### src/rtl/mips_ctrl_pkg.sv
// rtl/mips_ctrl_pkg.sv - state, opcode and mux-select encodings for the multi-cycle MIPS control FSM
package mips_ctrl_pkg;

  typedef enum logic [3:0] {
    S_FETCH,
    S_DECODE,
    S_MEM_ADDR,
    S_MEM_RD,
    S_MEM_WB,
    S_MEM_WR,
    S_EXECUTE,
    S_R_WB,
    S_BRANCH,
    S_JUMP,
    S_ADDI_EXEC,
    S_ADDI_WB
  } ctrl_state_t;

  localparam logic [5:0] OP_RTYPE = 6'b000000;
  localparam logic [5:0] OP_LW    = 6'b100011;
  localparam logic [5:0] OP_SW    = 6'b101011;
  localparam logic [5:0] OP_BEQ   = 6'b000100;
  localparam logic [5:0] OP_J     = 6'b000010;
  localparam logic [5:0] OP_ADDI  = 6'b001000;

  localparam logic [1:0] ALU_OP_ADD   = 2'b00;
  localparam logic [1:0] ALU_OP_SUB   = 2'b10;
  localparam logic [1:0] ALU_OP_FUNCT = 2'b01;

  localparam logic [1:0] ALUSRCB_B      = 2'b00;
  localparam logic [1:0] ALUSRCB_FOUR   = 2'b01;
  localparam logic [1:0] ALUSRCB_IMM    = 2'b10;
  localparam logic [1:0] ALUSRCB_IMM_SH = 2'b11;

  localparam logic [1:0] PCSRC_ALU    = 2'b00;
  localparam logic [1:0] PCSRC_ALUOUT = 2'b01;
  localparam logic [1:0] PCSRC_JUMP   = 2'b10;

  typedef struct packed {
    logic       pc_write;
    logic       pc_write_cond;
    logic       i_or_d;
    logic       mem_read;
    logic       mem_write;
    logic       ir_write;
    logic       mem_to_reg;
    logic       reg_dst;
    logic       reg_write;
    logic       alu_src_a;
    logic [1:0] alu_src_b;
    logic [1:0] alu_op;
    logic [1:0] pc_source;
    logic       illegal_op;
  } ctrl_out_t;

  // States that hold a request on the shared memory port until mem_ready.
  function automatic logic is_wait_state(input ctrl_state_t s);
    return (s == S_FETCH) || (s == S_MEM_RD) || (s == S_MEM_WR);
  endfunction

endpackage

### src/rtl/mem_wait_timer.sv
// rtl/mem_wait_timer.sv - saturating memory-wait watchdog with sticky mem_err; MEM_TIMEOUT=0 removes it
module mem_wait_timer #(
  parameter int unsigned MEM_TIMEOUT = 64
) (
  input  logic clk,
  input  logic rst,
  input  logic waiting_i,
  output logic mem_err_o
);

  generate
    if (MEM_TIMEOUT == 0) begin : g_off
      assign mem_err_o = 1'b0;
    end else begin : g_on
      localparam int unsigned CW = $clog2(MEM_TIMEOUT + 1);
      localparam logic [CW-1:0] LIMIT = CW'(MEM_TIMEOUT);

      logic [CW-1:0] cnt_q, cnt_d;
      logic          err_q, err_d;

      // Leaving the wait (or never waiting) clears the count, so every wait state starts at zero.
      always_comb begin
        cnt_d = '0;
        if (waiting_i) cnt_d = (cnt_q == LIMIT) ? cnt_q : cnt_q + CW'(1);
        err_d = err_q | (cnt_d == LIMIT);
      end

      always_ff @(posedge clk or posedge rst) begin
        if (rst) begin
          cnt_q <= '0;
          err_q <= 1'b0;
        end else begin
          cnt_q <= cnt_d;
          err_q <= err_d;
        end
      end

      assign mem_err_o = err_q;
    end
  endgenerate

endmodule

### src/rtl/multicycle_control.sv
// rtl/multicycle_control.sv - multi-cycle MIPS main control FSM; addi support under MIPS_CTRL_ADDI_EN
module multicycle_control
  import mips_ctrl_pkg::*;
#(
  parameter int unsigned MEM_TIMEOUT = 64
) (
  input  logic       clk,
  input  logic       rst,
  input  logic [5:0] opcode,
  input  logic       mem_ready,
  output logic       pc_write,
  output logic       pc_write_cond,
  output logic       i_or_d,
  output logic       mem_read,
  output logic       mem_write,
  output logic       ir_write,
  output logic       mem_to_reg,
  output logic       reg_dst,
  output logic       reg_write,
  output logic       alu_src_a,
  output logic [1:0] alu_src_b,
  output logic [1:0] alu_op,
  output logic [1:0] pc_source,
  output logic       illegal_op,
  output logic       mem_err
);

  ctrl_state_t state_q, state_d;
  ctrl_out_t   out_c, out_g;
  logic        timer_err;

  always_comb begin
    state_d = state_q;
    out_c   = '0;
    unique case (state_q)
      S_FETCH: begin
        out_c.mem_read  = 1'b1;
        out_c.alu_src_b = ALUSRCB_FOUR;
        out_c.alu_op    = ALU_OP_ADD;
        if (mem_ready) begin
          out_c.ir_write = 1'b1;
          out_c.pc_write = 1'b1;
          state_d        = S_DECODE;
        end
      end
      S_DECODE: begin
        out_c.alu_src_b = ALUSRCB_IMM_SH;
        out_c.alu_op    = ALU_OP_ADD;
        case (opcode)
          OP_LW, OP_SW: state_d = S_MEM_ADDR;
          OP_RTYPE:     state_d = S_EXECUTE;
          OP_BEQ:       state_d = S_BRANCH;
          OP_J:         state_d = S_JUMP;
`ifdef MIPS_CTRL_ADDI_EN
          OP_ADDI:      state_d = S_ADDI_EXEC;
`endif
          default: begin
            out_c.illegal_op = 1'b1;
            state_d          = S_FETCH;
          end
        endcase
      end
      // opcode is still the IR field here; the IR only reloads in FETCH.
      S_MEM_ADDR: begin
        out_c.alu_src_a = 1'b1;
        out_c.alu_src_b = ALUSRCB_IMM;
        out_c.alu_op    = ALU_OP_ADD;
        state_d         = (opcode == OP_SW) ? S_MEM_WR : S_MEM_RD;
      end
      S_MEM_RD: begin
        out_c.mem_read = 1'b1;
        out_c.i_or_d   = 1'b1;
        if (mem_ready) state_d = S_MEM_WB;
      end
      S_MEM_WB: begin
        out_c.reg_write  = 1'b1;
        out_c.mem_to_reg = 1'b1;
        state_d          = S_FETCH;
      end
      S_MEM_WR: begin
        out_c.mem_write = 1'b1;
        out_c.i_or_d    = 1'b1;
        if (mem_ready) state_d = S_FETCH;
      end
      S_EXECUTE: begin
        out_c.alu_src_a = 1'b1;
        out_c.alu_src_b = ALUSRCB_B;
        out_c.alu_op    = ALU_OP_FUNCT;
        state_d         = S_R_WB;
      end
      S_R_WB: begin
        out_c.reg_write = 1'b1;
        out_c.reg_dst   = 1'b1;
        state_d         = S_FETCH;
      end
      S_BRANCH: begin
        out_c.alu_src_a     = 1'b1;
        out_c.alu_src_b     = ALUSRCB_B;
        out_c.alu_op        = ALU_OP_SUB;
        out_c.pc_write_cond = 1'b1;
        out_c.pc_source     = PCSRC_ALUOUT;
        state_d             = S_FETCH;
      end
      S_JUMP: begin
        out_c.pc_write  = 1'b1;
        out_c.pc_source = PCSRC_JUMP;
        state_d         = S_FETCH;
      end
`ifdef MIPS_CTRL_ADDI_EN
      S_ADDI_EXEC: begin
        out_c.alu_src_a = 1'b1;
        out_c.alu_src_b = ALUSRCB_IMM;
        out_c.alu_op    = ALU_OP_ADD;
        state_d         = S_ADDI_WB;
      end
      S_ADDI_WB: begin
        out_c.reg_write = 1'b1;
        state_d         = S_FETCH;
      end
`endif
      default: state_d = S_FETCH;
    endcase
  end

  always_ff @(posedge clk or posedge rst) begin
    if (rst) state_q <= S_FETCH;
    else     state_q <= state_d;
  end

  mem_wait_timer #(.MEM_TIMEOUT(MEM_TIMEOUT)) u_wait_timer (
    .clk       (clk),
    .rst       (rst),
    .waiting_i (is_wait_state(state_q) && !mem_ready),
    .mem_err_o (timer_err)
  );

  assign out_g         = rst ? '0 : out_c;
  assign pc_write      = out_g.pc_write;
  assign pc_write_cond = out_g.pc_write_cond;
  assign i_or_d        = out_g.i_or_d;
  assign mem_read      = out_g.mem_read;
  assign mem_write     = out_g.mem_write;
  assign ir_write      = out_g.ir_write;
  assign mem_to_reg    = out_g.mem_to_reg;
  assign reg_dst       = out_g.reg_dst;
  assign reg_write     = out_g.reg_write;
  assign alu_src_a     = out_g.alu_src_a;
  assign alu_src_b     = out_g.alu_src_b;
  assign alu_op        = out_g.alu_op;
  assign pc_source     = out_g.pc_source;
  assign illegal_op    = out_g.illegal_op;
  assign mem_err       = !rst && timer_err;

endmodule

### config.mk
export PLATFORM = sky130hd
export DESIGN_NAME = multicycle_control
export DESIGN_NICKNAME = d
export VERILOG_FILES = /design/src/rtl/mips_ctrl_pkg.sv /design/src/rtl/mem_wait_timer.sv /design/src/rtl/multicycle_control.sv
export SDC_FILE = /design/constraint.sdc
export NUM_CORES = 1
export LEC_CHECK = 0
export BUFFER_PORTS_ARGS = -buffer_cell sky130_fd_sc_hd__buf_2
export CORE_UTILIZATION = 55
export DETAILED_ROUTE_END_ITERATION = 10
export PLACE_DENSITY = 0.95
export SETUP_SLACK_MARGIN = 0.4
export SLEW_MARGIN = 20
export SYNTH_ARGS = -nofsm -noshare
export SYNTH_HDL_FRONTEND = slang
export SYNTH_SLANG_ARGS = --single-unit
### constraint.sdc
create_clock -name clk -period 3.81 [get_ports clk]
set_clock_uncertainty 0.15 [all_clocks]
set_input_delay 0.381 -clock clk [delete_from_list [all_inputs] [get_ports clk]]
set_output_delay 0.381 -clock clk [all_outputs]
set_load 0.03 [all_outputs]
Word level (Yosys, flattened, before mapping)
Cells that the tools add are included. W data, S select, Z words.

$add $sub $neg: 1. Eq/ne operators: 18. Muxes and demuxes: 24. Bitwise gates (word level): 1. Reductions and logical operators: 15.

Operators by type and width (number): $pmux W4 S6 (1); $pmux W4 S5 (1); $mux W17 (1); $eq A4 B3 Y1 const B (4); $pmux W4 S4 (1); $eq A7 B7 Y1 const B (2); $mux W7 (2); $eq A6 B6 Y1 const B (2); $mux W1 (12); $mux W4 (3); $eq A4 B2 Y1 const B (2); $eq A4 B4 Y1 const B (2); $reduce_or A2 Y1 (4); $add A7 B1 Y7 const B (1); $eq A6 B2 Y1 const B (1); $eq A6 B3 Y1 const B (1); $logic_not A6 Y1 (1); $ne A2 B2 Y1 const B (3); $reduce_or A5 Y1 (1); $eq A4 B1 Y1 const B (1); $logic_not A4 Y1 (1); $pmux W2 S2 (1); $mux W3 (1); $reduce_and A3 Y1 (1); 6 further kinds (9).

Flip-flop bits (word level): 12. Input bits: 9. Output and inout port bits: 18. Word-level logic and storage cells: 62.

Longest topological paths before layout
Gate-level depths: netlist of the first run.

Depth in word-level cells: 7. Mapped depth: 6. Mapped depth without buffers: 6.

Modules after synthesis
From an unflattened synthesis of the first run, not the netlist that was laid out.

Cells, all modules: 119. Area, all modules: 987.2 um^2.

Modules (own cells, without submodules): multicycle_control (times used 1, cells an instance 70, area each 513.0 um^2, sequential area each 100.1 um^2); mem_wait_timer (times used 1, cells an instance 49, area each 474.2 um^2, sequential area each 200.2 um^2).

Worst setup path before layout of the first run
OpenSTA, ideal clock, no wires.

Path type: register -> output. Start: register state_q[2]. End: output port illegal_op. Arrival: 2.051 ns. Required time: 3.279 ns. Path slack: 1.228 ns. Cell stages (with the launch flop): 4. Buffers on the path: 1. Path through: dfrtp_1 > clkbuf_1 > or3_1 > nor4b_1.

Cells in the longest elaborated chain, start to end: 3.

Ends and longest elaborated chain: start, declared (RTL line multicycle_control.sv:28) `ctrl_state_t state_q, state_d;`; start signal, assigned (RTL line multicycle_control.sv:127) `else state_q <= state_d;`; $eq A4 B1 Y1 (RTL line multicycle_control.sv:35) `unique case (state_q)`; $mux W1 (RTL line multicycle_control.sv:35); $mux W17 (RTL line multicycle_control.sv:137) `assign out_g = rst ? '0 : out_c;`; end, declared (RTL line multicycle_control.sv:24) `output logic illegal_op,`.

Every way passes these cells.

Worst setup path after layout of the first run
Start: register state_q[1]. End: output port alu_op[0].

Cells in the longest elaborated chain, start to end: 3. Elaborated cells between the ends (all ways): 7. Classes of those cells: eq/ne (4); mux (2); reduce/logical (1).

Ends and longest elaborated chain: $eq A4 B4 Y1, or another cell as far along (RTL line multicycle_control.sv:35); $pmux W4 S5 * (RTL line multicycle_control.sv:35); $mux W17 * (RTL line multicycle_control.sv:137); end, declared (RTL line multicycle_control.sv:22) `output logic [1:0] alu_op,`.

Every way passes the cells marked *; elsewhere a longest branch is shown, timed or not.

==> results.json, run 1 <==
{
  "finalHoldViolCount": 0,
  "drcViolationCount": 3,
  "fp-row-count": 14,
  "clock_latency_ps": 290,
  "max_cap_violations": 0,
  "fin_area_um2": 1110,
  "drt-initial-drc-count": 32,
  "multi_input_area_um2": 598,
  "placed_cells": 157,
  "dp.final_hpwl_um": 1780,
  "yosys.area_share.simple": 0.371,
  "seq_area_frac_synth": 0.313,
  "antenna_cells": 0,
  "syn_inst": 121,
  "status": "finished, violations left",
  "postCtsSetupBuffers": 0,
  "p_leak_nw": 0.557,
  "layout_commonest_cell": "buf_2",
  "p_per_area_nw_per_um2": 513,
  "grt_max_degree": 16,
  "worst-path-max-fanout": 13,
  "ioPinCount": 27,
  "max_freq_mhz": 426,
  "synth_top_area_share": 0.313,
  "grt-ovfl-total": 0,
  "gp_congestion": 0.906,
  "dieArea_um2": 1920,
  "final_cell_mix": "buf_2 (26), nor2_1 (14), dfrtp_1 (12)",
  "yosys_warnings": 0,
  "syn_avg_cell_area_um2": 7.94,
  "async_flop_share": 1.00,
  "n_fill_cell": 126,
  "cts_sinks": 12,
  "first_global_vias": 876,
  "nets": 157,
  "syn_to_final_growth_pct": 15.6,
  "cts-root-buf": "clkbuf_4",
  "yosysTopAreaCell": "dfrtp_1",
  "die_x_um": 43.8,
  "power_switching_share": 0.460,
  "synth.ff_latch_count": 12,
  "intPower_mw": 0.308,
  "synthAdderAreaFrac": 0.0260,
  "worstSetupPathType": "reg -> out",
  "ir_worst_vdd_mv": 0.370,
  "viasPerCell": 6.06,
  "clock_path_buffers": 2,
  "clk_pin_slew_ps": 80,
  "tns_ps": 0,
  "cts_tree": "done",
  "hold_path.class": "in -> async",
  "ys_top_cells_by_area": "dfrtp_1 (31%), nor2_1 (5.5%), nor3_1 (4.2%), a21oi_1 (3.6%), xor2_1 (3.6%)",
  "synth_edf_count": 0,
  "final_util": 0.705,
  "antenna_found_initial": 0,
  "seq_power_share": 0.337,
  "grt_pass1_wl_um": 3860,
  "worstPathRequired_ps": 3280,
  "slew_headroom": 0.668,
  "num_vias": 976,
  "drive_gt1_frac": 0.262,
  "power.net_switching_mw": 0.262,
  "pwr-share-comb": 0.483,
  "wl_per_cell_um": 13.9,
  "worstMarginPinSlew_ps": 498,
  "timing.final.crit_share": 0.617,
  "hold_buffers": 0,
  "portBuffers": 26,
  "violations": "DRC",
  "ctsResizeCount": 0,
  "synth-xor-area-share": 0.0547,
  "synth_mux_area_frac": 0,
  "ys.flop_type": "dfrtp_1",
  "cts_htree_levels": 1,
  "rsz0062_at_grt": "no",
  "drt_wl_total_um": 2240,
  "grtUsageTotal": 0.273,
  "synth_top_family_by_area": "simple AND/OR/NAND/NOR gates",
  "die-height_um": 43.8,
  "start_util": 0.610,
  "cts_buffers": 3,
  "core-area_um2": 1580,
  "stdcell_count": 161,
  "synthesis.nets": 132,
  "synth_compound_area_frac": 0.171,
  "timing.final.crit_period_ps": 2350,
  "critical_path_arrival_ps": 1820,
  "synth_cell_types": 41,
  "synth_area_um2": 961,
  "dr.pass1.iters": 7,
  "pwr-share-clk": 0.181,
  "regArea_um2": 300,
  "setup_viol": 0,
  "endpoint_kind": "output port",
  "dpl_cell_area_um2": 1070,
  "antenna_left": 0,
  "slew_violations": 0,
  "worstSetupStartpointType": "register"
}
-- cells by family after synthesis --
family,Yosys count
AO/OA/AOI/OAI,25
buffers and inverters,13
adder cells (fa/ha/maj),2
XOR/XNOR,6
flip-flops,12
AND/OR/NAND/NOR,63
-- per-stage QoR --
step | hold slack [ps] | total power, mW | setup slack (ps)
floorplan | 109 | 0.399 | 1230
global placement | 296 | 0.451 | 1770
detailed placement | 295 | 0.468 | 1790
CTS | 29.0 | 0.570 | 1480
global route | 68.3 | 0.607 | 1360
finish | 22.3 | 0.570 | 1460
-- synth_stat cells, drive strengths merged, types with 2 or more instances --
library cell	n
nor2	14
dfrtp	12
nor3	8
a21oi	7
inv	7
nand2	6
nand3	5
o21ai	5
buf	4
nor4	4
or2	4
xor2	4
nand2b	3
nor2b	3
o31ai	3
a211oi	2
a31oi	2
and3	2
clkbuf	2
ha	2
nor3b	2
o21bai	2
or3	2
or3b	2
or4	2
xnor2	2
-- power groups by stage --
stage	registers (mW)	logic [mW]	clock network, mW
detailed placement	0.193	0.275	0
global placement	0.191	0.260	0
global route	0.196	0.301	0.110
CTS	0.190	0.275	0.105
finish	0.192	0.275	0.103
floorplan	0.165	0.233	0
-- area by class of cell --
type	count	area share
flip-flops and latches	12	0.270
clock buffers	4	0.0327
repair buffers	26	0.117
well taps	16	0.0180
inverters	7	0.0236
multi-input cells	96	0.538
-- worst paths after layout --
check,from,endpoint,slack [ps],cells after the start
worst max-delay path,state_q[1],alu_op[0],1460,3
worst min-delay path,rst,state_q[1],20,2
worst max register to register,state_q[1],state_q[2],1760,4
worst min register to register,u_wait_timer.mem_err_o,u_wait_timer.mem_err_o,310,2
max in group asynchronous,rst,u_wait_timer.g_on.cnt_q[1],3140,2
min in group clk,opcode[4],state_q[3],260,4
-- worst max-delay path, cell delays in order (launching register included) --
cell	delay [ps]
dfrtp_1	560
or3b_2	530
nor3b_1	200
buf_2	230
-- sequential cells by signal (all words and copies together), names as in the netlist --
name / flops
state_q: 4
u_wait_timer.g_on.cnt_q: 7
u_wait_timer.mem_err_o: 1
-- layer usage --
| metal | vias to the layer above | routed length, µm | part of all wire | global-route usage |
|---|---|---|---|---|
| met1 | 438 | 972 | 0.43 | 0.355 |
| met3 | 7 | 166 | 0.074 | 0.0792 |
| met4 | 0 | 37 | 0.016 | 0.0750 |
| li1 | 488 | - | - | - |
| met5 | - | 0 | 0 | 0 |
| met2 | 43 | 1070 | 0.48 | 0.445 |
Note: power is estimated with default switching activity, not from simulation.
==> run 2, diff against run 1 <==
- ABC_AREA: unset -> 1
- CORE_UTILIZATION: 55 -> 51
- PLACE_DENSITY: 0.95 -> 0.89
- clock period: 3.81 -> 2.35 ns (I/O delays scaled with it)
==> results.json, run 2 <==
{
  "tns_ps": 0,
  "dieArea_um2": 2060,
  "antenna_cells": 0,
  "synth_top_area_share": 0.313,
  "status": "finished clean",
  "cts_tree": "done",
  "finalWorstSetupSlack_ps": 478,
  "syn_avg_cell_area_um2": 6.45,
  "route.met2.wl_um": 1310,
  "wl_per_cell_um": 12.7,
  "worstPathRequired_ps": 1970,
  "timing.final.crit_period_ps": 1870,
  "num_vias": 1111,
  "seq_power_share": 0.244,
  "slew_violations": 0,
  "endpoint_kind": "output port",
  "finalHoldViolCount": 0,
  "yosys-top-cells-count": "nand2_1 (29), nor2_1 (29), inv_1 (26)",
  "dr.pass1.iters": 4,
  "final_cell_mix": "nand2_1 (28), nor2_1 (27), inv_1 (24), buf_2 (24), nand3_1 (11)",
  "grt_max_degree": 15,
  "synth_cell_types": 26,
  "n_fill_cell": 142,
  "drcViolationCount": 0,
  "largest_register_ffs": 7,
  "viasPerCell": 5.32,
  "ys_top_cells_by_area": "dfrtp_1 (31%), nand2_1 (11%), nor2_1 (11%), inv_1 (10%), nand3_1 (5.7%)",
  "die_x_um": 45.4,
  "worstSetupStartpointType": "register",
  "dpl_cell_area_um2": 1110,
  "cts-root-buf": "clkbuf_4",
  "synth_edf_count": 0,
  "ir_worst_vdd_mv": 0.688,
  "yosysTopAreaCell": "dfrtp_1",
  "first_global_vias": 978,
  "slew_headroom": 0.619,
  "drt_wl_total_um": 2660,
  "cts_htree_levels": 1,
  "cts_sinks": 12,
  "hold_path.class": "in -> reg",
  "dpl_worst_slack_ps": 545,
  "syn_to_final_growth_pct": 27.5,
  "timing.final.crit_share": 0.796,
  "synth_area_um2": 961,
  "layout_commonest_cell": "nand2_1",
  "total_power_mw": 1.20,
  "stdcell_count": 209,
  "clock_latency_ps": 260,
  "syn_inst": 149,
  "p_per_area_nw_per_um2": 976,
  "max_freq_mhz": 534,
  "highest_layer": "met4",
  "grt_pass1_wl_um": 4070,
  "ioPinCount": 27,
  "ys.flop_type": "dfrtp_1",
  "async_flop_share": 1.00,
  "core-area_um2": 1750,
  "fin_area_um2": 1220,
  "rsz0062_at_grt": "no",
  "seq_area_frac_synth": 0.313,
  "power.net_switching_mw": 0.624,
  "yosys_warnings": 0,
  "fp-row-count": 15,
  "power_switching_share": 0.522,
  "portBuffers": 26,
  "grt-ovfl-total": 0,
  "max_cap_violations": 0,
  "wl_met3_um": 149,
  "p_leak_nw": 0.675,
  "pwr-share-clk": 0.107,
  "synth.ff_latch_count": 12,
  "clock_path_buffers": 2,
  "antenna_left": 0,
  "worstMarginPinSlew_ps": 569,
  "setup_viol": 0,
  "clk_pin_slew_ps": 80,
  "worstSetupPathType": "reg -> out",
  "r2r_cells": 9,
  "synthesis.nets": 160,
  "die-height_um": 45.4,
  "start_util": 0.551,
  "antenna_found_initial": 0,
  "drive_gt1_frac": 0.315,
  "gp_congestion": 0.850,
  "nets": 197,
  "pwr-share-comb": 0.649,
  "wl_met1_um": 1100,
  "placed_cells": 198,
  "largest_register": "u_wait_timer.g_on.cnt_q",
  "grtUsageTotal": 0.273,
  "dp.final_hpwl_um": 1900,
  "intPower_mw": 0.571,
  "cts_buffers": 3,
  "drt-initial-drc-count": 48,
  "critical_path_arrival_ps": 1490,
  "worst-path-max-fanout": 6,
  "hold_depth": 4
}
==> run 2: cell types whose count changed in the layout (fill, tap and decap cells not counted), sizes merged, moves of 3 or more <==
cell and delta:
nand2 +25, o31ai -3, nor2b -3, nor2 +19
nand2b -3, nor4 -3, nor3 -5, inv +20
nand4 +4, buf +8, nand3 +7
==> run 2: what timing repair did <==
item	CTS	global route
pin swaps	3	4
endpoints found under the hold margin	12	0
cloned	0	0
gates resized for setup	4	8
buffers inserted	5	2
hold buffers	1	0
setup endpoints to repair	1	9
==> run 2: worst paths after layout <==
kind	from	to	slack, ps
worst max-delay path	state_q[3]	i_or_d	480
worst min-delay path	mem_ready	u_wait_timer.g_on.cnt_q[3]	190
worst max register to register	state_q[3]	u_wait_timer.mem_err_o	630
worst min register to register	u_wait_timer.mem_err_o	u_wait_timer.mem_err_o	320
max in group asynchronous	rst	state_q[2]	1020
min in group asynchronous	rst	u_wait_timer.mem_err_o	620
==> run 2: kinds of logic after synthesis <==
kind of cell,Yosys count,share of synthesized area
AO/OA/AOI/OAI,15,0.0925
adder cells (fa/ha/maj),2,0.0260
buffers and inverters,30,0.129
AND/OR/NAND/NOR,87,0.413
flip-flops,12,0.313
XOR/XNOR,3,0.0273
==> run 2: per-layer routing <==
layer	global-route usage	vias to the layer above
met5	0	-
met4	0.133	0
met3	0.0357	12
met2	0.497	58
met1	0.308	500
li1	-	541
==> run 2: area by class of cell <==
| type | count | area, µm² | share of cell area |
|---|---|---|---|
| Clock buffer | 3 | 22.5 | 0.0184 |
| Tap cell | 25 | 31.3 | 0.0255 |
| Timing Repair Buffer | 35 | 205 | 0.168 |
| Inverter | 27 | 101 | 0.0827 |
| Multi-Input combinational cell | 107 | 561 | 0.458 |
| Sequential cell | 12 | 304 | 0.248 |
==> run 2: stage by stage <==
| step | util | hold WS, ps |
|---|---|---|
| 6_report | 0.702 | 189 |
| 5_1_grt | 0.702 | 193 |
| 4_1_cts | 0.685 | 146 |
| 3_5_place_dp | 0.638 | 210 |
| 3_3_place_gp | 0.638 | 199 |
| 2_1_floorplan | - | -42.1 |
==> run 2: power by group through the flow <==
stage / logic (mW) / clock network (mW) / registers, mW
after floorplan: 0.486 / 0 / 0.285
after global placement: 0.583 / 0 / 0.291
after detailed placement: 0.611 / 0 / 0.294
after CTS: 0.708 / 0.126 / 0.290
after global routing: 0.845 / 0.138 / 0.294
final: 0.776 / 0.128 / 0.291
==> run 2: critical path, stage by stage, from the launching register on <==
cell     delay, ps
dfrtp_2        460
nor2_4         140
buf_4          150
nand2_1        110
a21oi_1        150
buf_2          210
